==> src/rtl/pipestage_pkg.sv <==
// Shared types and sizing helpers for the elastic pipeline stage.
// State encoding and slot width helper used by pipestage_skid and pipestage_slot.
package pipestage_pkg;

  typedef enum logic [1:0] {
    EMPTY = 2'd0,
    BUSY  = 2'd1,
    FULL  = 2'd2
  } state_t;

  // Default slot width for the decode->execute latch: {ctrl, data, rd}.
  localparam int SLOT_W = 16 + 128 + 5;

  function automatic int slot_width(input int ctrl_w, input int data_w, input int rd_w);
    return ctrl_w + data_w + rd_w;
  endfunction

endpackage

==> src/rtl/pipestage_slot.sv <==
// One payload slot of the pipeline stage: a register with load and clear.
// Clear wins over load so a flush always empties the slot.
module pipestage_slot
  import pipestage_pkg::*;
#(
  parameter int W = SLOT_W
) (
  input  logic         clock,
  input  logic         resetn,
  input  logic         load,
  input  logic         clear,
  input  logic [W-1:0] d,
  output logic [W-1:0] q
);

  always_ff @(posedge clock or negedge resetn) begin
    if (!resetn) begin
      q <= '0;
    end else if (clear) begin
      q <= '0;
    end else if (load) begin
      q <= d;
    end
  end

endmodule

==> src/rtl/pipestage_skid.sv <==
// Elastic valid/ready pipeline stage with a two-entry skid buffer and flush.
// Optional stall/flush statistics counters are built when PIPESTAGE_STATS_EN is defined.
module pipestage_skid
  import pipestage_pkg::*;
#(
  parameter int DATA_W = 128,
  parameter int CTRL_W = 16,
  parameter int RD_W   = 5
`ifdef PIPESTAGE_STATS_EN
  ,
  parameter int CNT_W  = 32
`endif
) (
  input  logic              clock,
  input  logic              resetn,
  input  logic              flush,
  input  logic              in_valid,
  output logic              in_ready,
  input  logic [CTRL_W-1:0] in_ctrl,
  input  logic [DATA_W-1:0] in_data,
  input  logic [RD_W-1:0]   in_rd,
  output logic              out_valid,
  input  logic              out_ready,
  output logic [CTRL_W-1:0] out_ctrl,
  output logic [DATA_W-1:0] out_data,
  output logic [RD_W-1:0]   out_rd
`ifdef PIPESTAGE_STATS_EN
  ,
  output logic [CNT_W-1:0]  stall_cnt,
  output logic [CNT_W-1:0]  flush_cnt
`endif
);

  localparam int SW = slot_width(CTRL_W, DATA_W, RD_W);

  // Handshake: a word moves when valid and ready are both high at a rising
  // clock edge; valid must not depend on ready, and in_ready/out_valid here
  // are decoded from the state register only.
  state_t        state;
  state_t        state_nxt;
  logic          in_fire;
  logic          out_fire;
  logic          main_load;
  logic          skid_load;
  logic          main_from_skid;
  logic [SW-1:0] in_word;
  logic [SW-1:0] main_d;
  logic [SW-1:0] main_q;
  logic [SW-1:0] skid_q;

  assign in_ready  = (state != FULL);
  assign out_valid = (state != EMPTY);
  assign in_fire   = in_valid & in_ready;
  assign out_fire  = out_valid & out_ready;
  assign in_word   = {in_ctrl, in_data, in_rd};
  assign main_d    = main_from_skid ? skid_q : in_word;

  always_comb begin
    state_nxt      = state;
    main_load      = 1'b0;
    skid_load      = 1'b0;
    main_from_skid = 1'b0;
    if (flush) begin
      state_nxt = EMPTY;
    end else begin
      case (state)
        EMPTY: begin
          if (in_fire) begin
            main_load = 1'b1;
            state_nxt = BUSY;
          end
        end
        BUSY: begin
          if (in_fire && out_fire) begin
            main_load = 1'b1;
          end else if (in_fire) begin
            skid_load = 1'b1;
            state_nxt = FULL;
          end else if (out_fire) begin
            state_nxt = EMPTY;
          end
        end
        FULL: begin
          if (out_fire) begin
            main_load      = 1'b1;
            main_from_skid = 1'b1;
            state_nxt      = BUSY;
          end
        end
        default: state_nxt = EMPTY;
      endcase
    end
  end

  always_ff @(posedge clock or negedge resetn) begin
    if (!resetn) begin
      state <= EMPTY;
    end else begin
      state <= state_nxt;
    end
  end

  pipestage_slot #(.W(SW)) u_main (
    .clock  (clock),
    .resetn (resetn),
    .load   (main_load),
    .clear  (flush),
    .d      (main_d),
    .q      (main_q)
  );

  pipestage_slot #(.W(SW)) u_skid (
    .clock  (clock),
    .resetn (resetn),
    .load   (skid_load),
    .clear  (flush),
    .d      (in_word),
    .q      (skid_q)
  );

  // Bubbles carry a zero control field so downstream sees a no-op.
  assign out_ctrl = out_valid ? main_q[SW-1 -: CTRL_W] : '0;
  assign out_data = main_q[RD_W +: DATA_W];
  assign out_rd   = main_q[RD_W-1:0];

`ifdef PIPESTAGE_STATS_EN
  always_ff @(posedge clock or negedge resetn) begin
    if (!resetn) begin
      stall_cnt <= '0;
      flush_cnt <= '0;
    end else begin
      if (out_valid && !out_ready && (stall_cnt != '1)) begin
        stall_cnt <= stall_cnt + CNT_W'(1);
      end
      if (flush && (state != EMPTY) && (flush_cnt != '1)) begin
        flush_cnt <= flush_cnt + CNT_W'(1);
      end
    end
  end
`endif

endmodule

==> config.mk <==
export PLATFORM = sky130hd
export DESIGN_NAME = pipestage_skid
export DESIGN_NICKNAME = d
export VERILOG_FILES = /design/src/rtl/pipestage_pkg.sv /design/src/rtl/pipestage_slot.sv /design/src/rtl/pipestage_skid.sv
export SDC_FILE = /design/constraint.sdc
export NUM_CORES = 1
export LEC_CHECK = 0
export BUFFER_PORTS_ARGS = -buffer_cell sky130_fd_sc_hd__buf_4
export CORE_MARGIN = 4
export CORE_UTILIZATION = 45
export DETAILED_ROUTE_END_ITERATION = 6
export GPL_TIMING_DRIVEN = 0
export HOLD_SLACK_MARGIN = 0.06
export PLACE_DENSITY = 0.69
export SYNTH_ARGS = -nofsm -noshare
export SYNTH_HDL_FRONTEND = slang
export SYNTH_SLANG_ARGS = --single-unit
==> constraint.sdc <==
create_clock -name clock -period 1.75 [get_ports clock]
set_input_delay 0.0875 -clock clock [delete_from_list [all_inputs] [get_ports clock]]
set_output_delay 0.0875 -clock clock [all_outputs]
set_load 0.1 [all_outputs]
==> summary by stage <==
Outcome
The flow ran to the end, and the final reports show no timing, DRC or antenna violations.

Synth
After technology mapping, the gate count stands at 1,311. The mean instance size in the synthesized netlist is between 10 and 15 um^2. The post-synthesis instance area is about 14,000 um^2. The share of the Yosys chip area taken by registers is 53.30%. The number of storage elements in the synthesis netlist is 300. The number of library cell types mapped by synthesis is 25.

The synthesized net count is 1,465. The total number of yosys warnings is 0.

Critical path
STA classifies the critical path startpoint as a flip-flop. The worst reg-to-reg path cell count is 6. Of all nets on the critical path, the largest fanout is 7. For the worst setup path, the data arrival time is about 1.7 ns.

Data on the critical path is required at its endpoint by between 1.5 and 2 ns. The type of destination of the critical path is an output port. By startpoint and endpoint, the worst setup path is classified as flip-flop to output port.

STA
The number of endpoints with negative hold slack in the final report was 0. The final number of max-transition violations was 0. Setup repair after global routing could not meet its margin everywhere. The worst pin sits at a relative slew slack of 43.10%. The minimum hold slack is approximately 0.18 ns.

Between clock sinks in the finished design, the worst skew comes to roughly 0.018 ns. At the pin with the least slew margin, the transition time is approximately 0.85 ns. The highest achievable clock rate is between 500 and 600 MHz. The final period demand of the worst path is between 1.5 and 2 ns.

Setup violations remaining at the end of the flow were counted as 0. Setup total negative slack on the finished layout was measured at 0 ns. The worst path uses between 90 and 100% of the clock period.

Clock network
Clock-pin slew was measured on the worst setup and hold paths at 0.06 ns. TritonCTS built the clock tree. The clock passes through at most 3 buffers. The maximum level of the CTS H-tree is 1.

The clock reaches the later pin of the worst-skew pair after approximately 0.56 ns. Clock tree synthesis found a total of 300 sinks. The root buffer cell chosen for the clock tree is sky130_fd_sc_hd__clkbuf_16. Buffers inserted during clock tree synthesis total 31.

Route
The via density per instance is around 5.1. After the first detailed-routing iteration, the DRC count stood at about 600. The routed length per instance is between 15 and 20 um. The detailed-route DRC error count is 0. The final layout contains routed wiring with a total length of slightly below 40,000 um.

Detailed routing inserted a total of between 10,000 and 15,000 vias. For this run, the detailed router's first-pass iteration total came to 5. The remaining number of nets flagged by the antenna check after routing is 0.

Power and ir drop
The combinational group share of total power is a little under a quarter. The fraction of power consumed by the clock network is about 38%. The internal portion of the total power is 13.13 mW. The sequential cell fraction of total power is 39.4%. The leakage power is approximately 9.1 nW.

The switching part of the total power is between 30% and 40%. The total net switching power is between 5 and 6 mW. IR analysis of the VDD net gives a maximum drop of between 700 and 800 uV. The power per unit of standard cell area is 933.2 nW/um^2.

Place
Routability-driven placement finished with a final weighted congestion of between 0.7 and 0.8. After legalization and detailed placement, the total HPWL measured approximately 26,000 um. The number of placed instances, taps included is between 2,000 and 2,500. The post-place instance area is between 15,000 and 20,000 um^2.

The number of port buffers is 303.

Finish
The final instance area is between 20,000 and 25,000 um^2. Leaving out filler cells and counting taps, the final layout contains ~2,200. The growth of design area from synthesis to finish is 44.24%. The total number of nets in the final design is just under 2,000. The proportion of layout cells with a drive suffix above 1 is between 30% and 40%.

GRT
The number of global-route vias before repair was between 10,000 and 15,000. Entering global routing, the biggest net connects between 100 and 150 pins. Global routing finished with a remaining overflow of 0. The first-pass GRT wire length is around 62,000 um.

The initial antenna violation count was 2. Global routing consumed, over all layers together, about 22% of the routing resources.

Floorplan
The effective utilization at floorplan is a little under half. The overall die height is between 150 and 200 um. The number of top-level pins is just over 300. The placeable core region is 30,750 um^2. The die area is about 34,000 um^2. The die width is 184.9 um. The row count is 64.

Run
Max-cap violations in this run came to 0.

Min path
The tightest min-delay check is of the input pin to async pin type.
sequential cells by signal (all words and copies together) (netlist names):
signal and flops:
state 2, u_main.q 149, u_skid.q 149
routing by layer:
metal	global-route usage, %	up-vias	share of wire (%)
li1	-	5393	-
met1	30.74	5581	44
met2	36.88	309	48
met3	4.065	73	5.7
met4	5.960	0	2.6
met5	0	-	0
Yosys cell counts:
cell type                     n  area, um^2
sky130_fd_sc_hd__or2_1        1       6.260
sky130_fd_sc_hd__nand3b_2     1       11.26
sky130_fd_sc_hd__nor2b_1     17       106.4
sky130_fd_sc_hd__a21oi_1    149       745.7
sky130_fd_sc_hd__buf_1        3       11.26
sky130_fd_sc_hd__buf_6        2       22.52
sky130_fd_sc_hd__o21ai_2      1       8.760
sky130_fd_sc_hd__nand3b_1     1       7.510
sky130_fd_sc_hd__mux2i_1    149        1491
sky130_fd_sc_hd__nand2b_1     3       18.77
sky130_fd_sc_hd__a211oi_1     1       7.510
sky130_fd_sc_hd__xnor2_1      1       8.760
sky130_fd_sc_hd__nand2_1    298        1119
sky130_fd_sc_hd__nor2_2       2       12.51
sky130_fd_sc_hd__nor2_1       2       7.510
sky130_fd_sc_hd__dfrtp_1    300        7507
sky130_fd_sc_hd__inv_1        1       3.750
sky130_fd_sc_hd__clkbuf_1    22       82.58
sky130_fd_sc_hd__buf_4      151        1134
sky130_fd_sc_hd__buf_8       11       165.2
sky130_fd_sc_hd__nor2_4       1       11.26
sky130_fd_sc_hd__o2bb2ai_1  139        1217
sky130_fd_sc_hd__o2bb2ai_2   10       150.1
sky130_fd_sc_hd__buf_2       44       220.2
sky130_fd_sc_hd__o21a_1       1       7.510
what timing repair did:
item,CTS,global route
setup endpoints to repair,227,283
hold buffers,152,0
gates cloned,1,0
resized for setup,66,120
pin swaps,3,3
setup buffers,5,3
endpoints found under the hold margin,407,0
per-stage QoR:
stage | util, % | worst slack, ns | total power, mW
2_1_floorplan | - | -0.4157 | 10.26
3_3_place_gp | 54.81 | -2.124 | 11.36
3_5_place_dp | 55.01 | -0.2545 | 11.41
4_1_cts | 64.60 | -0.003400 | 18.99
5_1_grt | 66.06 | -0.05586 | 19.63
6_report | 66.06 | 0.01750 | 18.96
placed cells by master (no fill, tap or decap), types with 2 or more instances in the layout:
cell type                       netlist  layout
sky130_fd_sc_hd__buf_12               0      10
sky130_fd_sc_hd__buf_4              151     438
sky130_fd_sc_hd__dfrtp_1            300     298
sky130_fd_sc_hd__a21oi_1            149     149
sky130_fd_sc_hd__mux2i_1            149     132
sky130_fd_sc_hd__clkinvlp_4           0       3
sky130_fd_sc_hd__clkbuf_1            22      20
sky130_fd_sc_hd__diode_2              0       2
sky130_fd_sc_hd__dfrtp_2              0       2
sky130_fd_sc_hd__clkbuf_4             0       7
sky130_fd_sc_hd__nor2_4               1       4
sky130_fd_sc_hd__clkbuf_2             0       6
sky130_fd_sc_hd__buf_6                2      34
sky130_fd_sc_hd__nand2_1            298     298
sky130_fd_sc_hd__clkinv_2             0       5
sky130_fd_sc_hd__dlygate4sd3_1        0     152
sky130_fd_sc_hd__nor2b_2              0      12
sky130_fd_sc_hd__buf_2               44      16
sky130_fd_sc_hd__buf_1                3       2
sky130_fd_sc_hd__mux2i_4              0       2
sky130_fd_sc_hd__clkbuf_8             0       7
sky130_fd_sc_hd__buf_8               11      13
sky130_fd_sc_hd__buf_16               0       2
sky130_fd_sc_hd__nand2b_1             3       2
sky130_fd_sc_hd__o2bb2ai_2           10      35
sky130_fd_sc_hd__clkbuf_16            0      31
sky130_fd_sc_hd__bufinv_16            0       6
sky130_fd_sc_hd__o2bb2ai_1          139     114
sky130_fd_sc_hd__nor2b_4              0       4
sky130_fd_sc_hd__mux2i_2              0      15
cells by family (layout without fill, tap and decap cells):
group / count (synthesis) / count (layout) / synth area share, %
multiplexers: 149 / 149 / 10.59
other: 0 / 2 / 0
AO/OA/AOI/OAI: 301 / 301 / 15.17
buffers and inverters: 234 / 755 / 11.64
XOR/XNOR: 1 / 1 / 0.06220
AND/OR/NAND/NOR: 326 / 326 / 9.231
flip-flops: 300 / 300 / 53.30
cell type report:
cell class                      instances  area (um^2)
Clock inverter                         15        236.5
Tap cell                              396        495.5
Antenna cell                            2        5.005
Fill cell                            2353        10440
Multi-Input combinational cell        777         5271
Buffer                                231         1839
Inverter                                1        3.754
Clock buffer                           42        887.1
Timing Repair Buffer                  466         4066
Sequential cell                       300         7510
power by group through the flow:
| stage | Combinational (mW) | Clock (mW) | Sequential (mW) |
|---|---|---|---|
| after detailed placement | 3.84 | 0 | 7.57 |
| after floorplan | 2.75 | 0 | 7.51 |
| final | 4.30 | 7.19 | 7.47 |
| after global routing | 4.51 | 7.62 | 7.50 |
| after CTS | 4.20 | 7.33 | 7.45 |
| after global placement | 3.80 | 0 | 7.57 |
worst paths after layout:
path,slack (ns),start,to
worst max-delay path,0.02,state[1],out_ctrl[0]
max in group asynchronous,0.52,resetn,u_skid.q[35]
worst min-delay path,0.18,resetn,u_main.q[97]
min in group clock,0.22,flush,u_skid.q[12]
worst max register to register,0.04,state[1],u_skid.q[51]
worst min register to register,0.49,u_main.q[133],u_main.q[133]
critical path: stages, from the launching register on:
cell and delay, ns:
sky130_fd_sc_hd__dfrtp_2 0.47, sky130_fd_sc_hd__nor2_4 0.20, sky130_fd_sc_hd__buf_8 0.19, sky130_fd_sc_hd__nor2b_2 0.06, sky130_fd_sc_hd__buf_6 0.18
No activity file was read; power rests on OpenSTA's default activity.
